**config.mk**
```make
export PLATFORM = sky130hd
export DESIGN_NAME = dm_load_unit
export DESIGN_NICKNAME = d
export VERILOG_FILES = /design/src/rtl/dm_load_pkg.sv /design/src/rtl/dm_load_ext.sv /design/src/rtl/dm_load_unit.sv
export SDC_FILE = /design/constraint.sdc
export NUM_CORES = 1
export LEC_CHECK = 0
export CORE_AREA = 8 8 95 97
export DETAILED_ROUTE_END_ITERATION = 10
export DIE_AREA = 0 0 103 105
export GPL_TIMING_DRIVEN = 0
export PLACE_DENSITY = 0.84
export SLEW_MARGIN = 40
export SYNTH_ARGS = -nofsm -noshare
export SYNTH_HDL_FRONTEND = slang
export SYNTH_HIERARCHICAL = 1
export SYNTH_SLANG_ARGS = --single-unit
```
**constraint.sdc**
```tcl
create_clock -name clk -period 2.7 [get_ports clk]
set_input_delay 0.54 -clock clk [delete_from_list [all_inputs] [get_ports clk]]
set_output_delay 0.54 -clock clk [all_outputs]
set_load 0.03 [all_outputs]
```
**src/rtl/dm_load_pkg.sv**
```systemverilog
// Shared encodings and helpers for the data-memory load path.
// DM_LOAD_MISALIGN_TRAP_EN (see dm_load_unit) uses is_misaligned.
package dm_load_pkg;

  typedef enum logic [2:0] {
    LD_LW  = 3'd0,
    LD_LB  = 3'd1,
    LD_LBU = 3'd2,
    LD_LH  = 3'd3,
    LD_LHU = 3'd4
  } ld_op_e;

  typedef enum logic [1:0] {
    S_IDLE = 2'd0,
    S_WAIT = 2'd1,
    S_DONE = 2'd2
  } state_e;

  // Per-request context held across the memory read.
  typedef struct packed {
    logic [2:0] op;
    logic [1:0] low2;
  } ld_ctx_t;

  function automatic logic is_legal_op(input logic [2:0] op);
    return op <= 3'd4;
  endfunction

  function automatic logic is_misaligned(input logic [2:0] op, input logic [1:0] low2);
    case (op)
      LD_LW:         return low2 != 2'b00;
      LD_LH, LD_LHU: return low2[0];
      default:       return 1'b0;
    endcase
  endfunction

endpackage

```
**src/rtl/dm_load_ext.sv**
```systemverilog
// Byte/halfword select and sign/zero extension of a little-endian word.
// Purely combinational so a forwarding path can reuse it.
module dm_load_ext
  import dm_load_pkg::*;
(
  input  logic [31:0] word,
  input  logic [2:0]  op,
  input  logic [1:0]  low2,
  output logic [31:0] data
);

  logic [7:0]  b;
  logic [15:0] h;

  always_comb begin
    b = word[{low2, 3'b000} +: 8];
    h = low2[1] ? word[31:16] : word[15:0];
    case (op)
      LD_LB:   data = {{24{b[7]}}, b};
      LD_LBU:  data = {24'b0, b};
      LD_LH:   data = {{16{h[15]}}, h};
      LD_LHU:  data = {16'b0, h};
      default: data = word;
    endcase
  end

endmodule

```
**src/rtl/dm_load_unit.sv**
```systemverilog
// Load unit: one word-aligned read per request, fixed read latency, extended result.
// DM_LOAD_MISALIGN_TRAP_EN: reject misaligned lh/lhu/lw instead of forcing alignment.
module dm_load_unit
  import dm_load_pkg::*;
#(
  parameter int RD_LATENCY = 1,
  parameter int ADDR_W     = 32
) (
  input  logic              clk,
  input  logic              reset,
  input  logic              ld_req,
  input  logic [ADDR_W-1:0] ld_addr,
  input  logic [2:0]        ld_op,
  output logic              ld_ready,
  output logic              mem_re,
  output logic [ADDR_W-1:0] mem_addr,
  input  logic [31:0]       mem_rdata,
  output logic              ld_valid,
  output logic [31:0]       ld_data,
  output logic              ld_misalign
);

  localparam logic [2:0] LAT = 3'(RD_LATENCY);

  state_e            state_q, state_d;
  logic [2:0]        cnt_q, cnt_d;
  ld_ctx_t           ctx_q, ctx_d;
  logic              mem_re_d, ld_valid_d, ld_misalign_d;
  logic [ADDR_W-1:0] mem_addr_d;
  logic [31:0]       ld_data_d, ext_data;
  logic              accept, reject;

  assign ld_ready = (state_q == S_IDLE || state_q == S_DONE) && !reset;
  assign accept   = ld_req && ld_ready;

`ifdef DM_LOAD_MISALIGN_TRAP_EN
  assign reject = !is_legal_op(ld_op) || is_misaligned(ld_op, ld_addr[1:0]);
`else
  assign reject = !is_legal_op(ld_op);
`endif

  dm_load_ext u_ext (
    .word (mem_rdata),
    .op   (ctx_q.op),
    .low2 (ctx_q.low2),
    .data (ext_data)
  );

  always_comb begin
    state_d       = state_q;
    cnt_d         = cnt_q;
    ctx_d         = ctx_q;
    mem_re_d      = 1'b0;
    mem_addr_d    = mem_addr;
    ld_valid_d    = 1'b0;
    ld_data_d     = 32'd0;
    ld_misalign_d = 1'b0;
    case (state_q)
      S_IDLE, S_DONE: begin
        state_d = S_IDLE;
        if (accept) begin
          if (reject) begin
            // Rejected requests never touch memory; answer next cycle.
            state_d       = S_DONE;
            ld_valid_d    = 1'b1;
            ld_misalign_d = 1'b1;
          end else begin
            state_d    = S_WAIT;
            ctx_d.op   = ld_op;
            ctx_d.low2 = ld_addr[1:0];
            cnt_d      = LAT;
            mem_re_d   = 1'b1;
            mem_addr_d = {ld_addr[ADDR_W-1:2], 2'b00};
          end
        end
      end
      S_WAIT: begin
        // Counter hits zero in the cycle mem_rdata is valid.
        if (cnt_q == 3'd0) begin
          state_d    = S_DONE;
          ld_valid_d = 1'b1;
          ld_data_d  = ext_data;
        end else begin
          cnt_d = cnt_q - 3'd1;
        end
      end
      default: state_d = S_IDLE;
    endcase
  end

  always_ff @(posedge clk) begin
    if (reset) begin
      state_q     <= S_IDLE;
      cnt_q       <= 3'd0;
      ctx_q       <= '0;
      mem_re      <= 1'b0;
      mem_addr    <= '0;
      ld_valid    <= 1'b0;
      ld_data     <= 32'd0;
      ld_misalign <= 1'b0;
    end else begin
      state_q     <= state_d;
      cnt_q       <= cnt_d;
      ctx_q       <= ctx_d;
      mem_re      <= mem_re_d;
      mem_addr    <= mem_addr_d;
      ld_valid    <= ld_valid_d;
      ld_data     <= ld_data_d;
      ld_misalign <= ld_misalign_d;
    end
  end

endmodule

```
==> flow_metrics.py <==
metrics = {
    "outcome": {
        "status": "completed",
    },
    "clock_network": {
        "root_buffer": "clkbuf_8",
        "clkSlewWorstSetupHoldPaths_ps": 80,
        "clock_latency_ps": 350,
        "cts_inserted_buffers": 9,
        "cts_hold_buffers": 0,
        "cts_tree": "built",
        "cts_setup_buffers": 0,
        "cts.path.max_buffers": 2,
        "cts.repair.resized": 0,
        "cts.sinks": 75,
        "h-tree-depth": 3,
    },
    "sta": {
        "max_clock_freq_mhz": 440,
        "skew_ps": 8.30,
        "finalSetupViolCount": 0,
        "drv_slew": 0,
        "whs_ps": 478,
        "worst_pin_slew_ps": 752,
        "finalHoldViolCount": 0,
        "grt_setup_unrepaired": "false",
        "min_period_ps": 2270,
        "period_share_pct": 84.1,
        "max_slew_margin_pct": 49.5,
        "finalSetupTns_ps": 0,
    },
    "grt": {
        "grt_use_total_pct": 19.8,
        "grt_pass1_wl_mm": 17.2,
        "antenna_found_initial": 0,
        "grt_pass1_vias": 3577,
        "gr-total-overflow": 0,
        "grt_max_degree": 13,
    },
    "floorplan": {
        "num_rows": 32,
        "die_area_sq_um": 10800,
        "fp.dieH_um": 105,
        "start_util_pct": 45.4,
        "die_x_um": 103,
        "core_area_sq_um": 7530,
        "ios": 138,
    },
    "route": {
        "drt_iter0_drc": 104,
        "wl_mm": 10.8,
        "drt_pass1_iterations": 4,
        "viasPerCell": 5.50,
        "num_vias": 3499,
        "detail-route-antenna-nets": 0,
        "drc_errors": 0,
        "wire_per_inst_um": 17.0,
    },
    "worst_setup_path": {
        "crit_chain": "buf_6 -> clkbuf_1 -> nor2_1 -> clkdlybuf4s50_1",
        "reg2reg_from": "ctx_q[1]",
        "slowest_delay_ps": 710,
        "crit_fanout": 10,
        "cpLargestDelayFamily": "buffers and inverters",
        "critPathKind": "input pin to output port",
        "end_kind": "output port",
        "r2r_setup_slack_ps": 670,
        "cp.required_ps": 2160,
        "rr_endpoint": "ld_data[4]",
        "crit_start": "reset",
        "crit_arrival_ps": 1730,
        "reg2reg_depth": 5,
        "path_buf_inv": 3,
        "slowest_stage": "clkdlybuf4s50_1",
        "cp-start-kind": "input pin",
    },
    "yosys": {
        "synth-edff-count": 0,
        "ys_types": 46,
        "async_flop_share_pct": 0,
        "synthCells": 383,
        "ys_warn_count": 6,
        "synth_top_area_share_pct": 43.9,
        "synth_seq_cells": 75,
        "ys_seq_area_share_pct": 43.9,
        "synth_top_cell_by_area": "dfxtp_1",
        "syn_area_per_cell_sq_um": 8.93,
        "synth_area_leaders": "dfxtp_1 (44%), a21oi_1 (6.3%), and2_1 (6.0%)",
        "synth-main-ff-cell": "dfxtp_1",
        "synth_area_sq_um": 3420,
    },
    "hold_path": {
        "hold_start": "mem_addr[18]",
        "worstHoldPathType": "flop to flop",
        "min_to": "mem_addr[18]",
        "holdPathStages": 2,
    },
    "place": {
        "place_congestion": 0.868,
        "port_buffers": 134,
        "dp_hpwl_mm": 8.20,
    },
    "finish": {
        "final_cell_mix": "clkdlybuf4s50_1 (134), dfxtp_1 (75), a21oi_1 (43), and2_1 (33), nand3_1 (32)",
        "diodes": 0,
        "layout.nets": 601,
        "drive_gt1_share_pct": 8.80,
        "layout.cells.most_common": "clkdlybuf4s50_1",
        "areaGrowthSynthToFinish_pct": 48.8,
        "utilization_pct": 67.6,
    },
    "power": {
        "ir_drop_v": 0.000333,
        "switchingPower_uw": 683,
        "power_density_nw_per_um2": 495,
        "p_leak_nw": 1.95,
        "power_frac_seq_pct": 45.9,
        "netSwitchingFraction_pct": 27.1,
        "p_int_mw": 1.84,
        "p_comb_share_pct": 20.1,
        "p_clk_share_pct": 34.0,
    },
    "flow_run": {
        "maxCapViolCount": 0,
    },
}
## worst max-delay path by stage
stage | to | slack, ps | cells past startpoint
floorplan | ld_ready | 900 | 3
global placement | ld_data[21] | 320 | 7
detailed placement | ld_data[29] | 270 | 7
CTS | ld_ready | 430 | 4
global route | ld_ready | 380 | 4
finish | ld_ready | 430 | 4
## logic make-up (layout without fill, tap and decap cells)
group	count (synthesis)	after routing	synth area share, %
AOI/OAI and AO/OA	141	141	27.5
and+or+nand+nor	115	115	18.3
DFF	75	75	43.9
buffers and inverters	42	192	7.10
muxes	5	5	1.83
adders and majority gates	2	2	0.732
xor gates and xnor gates	2	2	0.513
other	1	2	0.110
## power groups by stage
stage                     Clock (mW)  Sequential, mW  Combinational [mW]
final                          0.857            1.16               0.507
after global routing           0.917            1.16               0.546
after CTS                      0.874            1.16               0.505
after detailed placement           0            1.18               0.501
after global placement             0            1.18               0.491
after floorplan                    0            1.23               0.226
## synth_stat cells (2+ instances only)
cell and instances:
buf_6 8, clkbuf_2 3, buf_4 3, clkbuf_1 13
a21oi_1 43, nor3_1 6, a21o_1 16, o21ai_1 16
dfxtp_1 75, a32oi_1 8, mux2i_1 4, nor3b_2 3
nand2_1 22, and2_1 33, a211o_1 10, buf_2 8
a221o_1 7, o22ai_1 8, nor2_1 7, o32ai_1 2
ha_1 2, nand3b_1 2, inv_1 6, a211oi_1 2
nand2b_1 3, o21ai_0 21, or2_2 2, nand3_1 32
## layer usage
metal  vias up  track usage, %  share of wire [%]
met5         -               0                  0
met4         0            9.31                2.4
met3        25            8.56                 12
met2       189            32.2                 46
met1      1617            21.5                 39
li1       1668               -                  -
## stage by stage
step / total power, mW / area [sq um] / setup WS [ps] / std cells
final: 2.52 / 5090 / 428 / 636
after detailed placement: 1.68 / 4890 / 275 / 620
after global routing: 2.62 / 5090 / 379 / 636
after CTS: 2.53 / 5090 / 430 / 636
after floorplan: 1.46 / 3420 / 899 / 384
after global placement: 1.67 / 4890 / 321 / 620
## area by class of cell
type,instances,area [sq um]
Sequential cell,75,1500
Multi-Input combinational cell,267,1680
Inverter,6,22.5
Clock inverter,4,50.0
Buffer,36,220
Clock buffer,12,145
Tap cell,102,128
Timing Repair Buffer,134,1340
Fill cell,655,2440
## flip-flops by register name (all words and copies together) (netlist names)
name         count
ld_valid         1
ld_data         32
ctx_q            5
ld_misalign      1
state_q          2
cnt_q            3
mem_re           1
mem_addr        30
## worst register-to-register path, delay by kind of cell (launching register included)
family | cells | cell delay, ps
AND/OR/NAND/NOR | 2 | 240
buffers and inverters | 1 | 440
flip-flops | 1 | 480
AO/OA/AOI/OAI | 2 | 810
(Power assumes the default switching activity.)
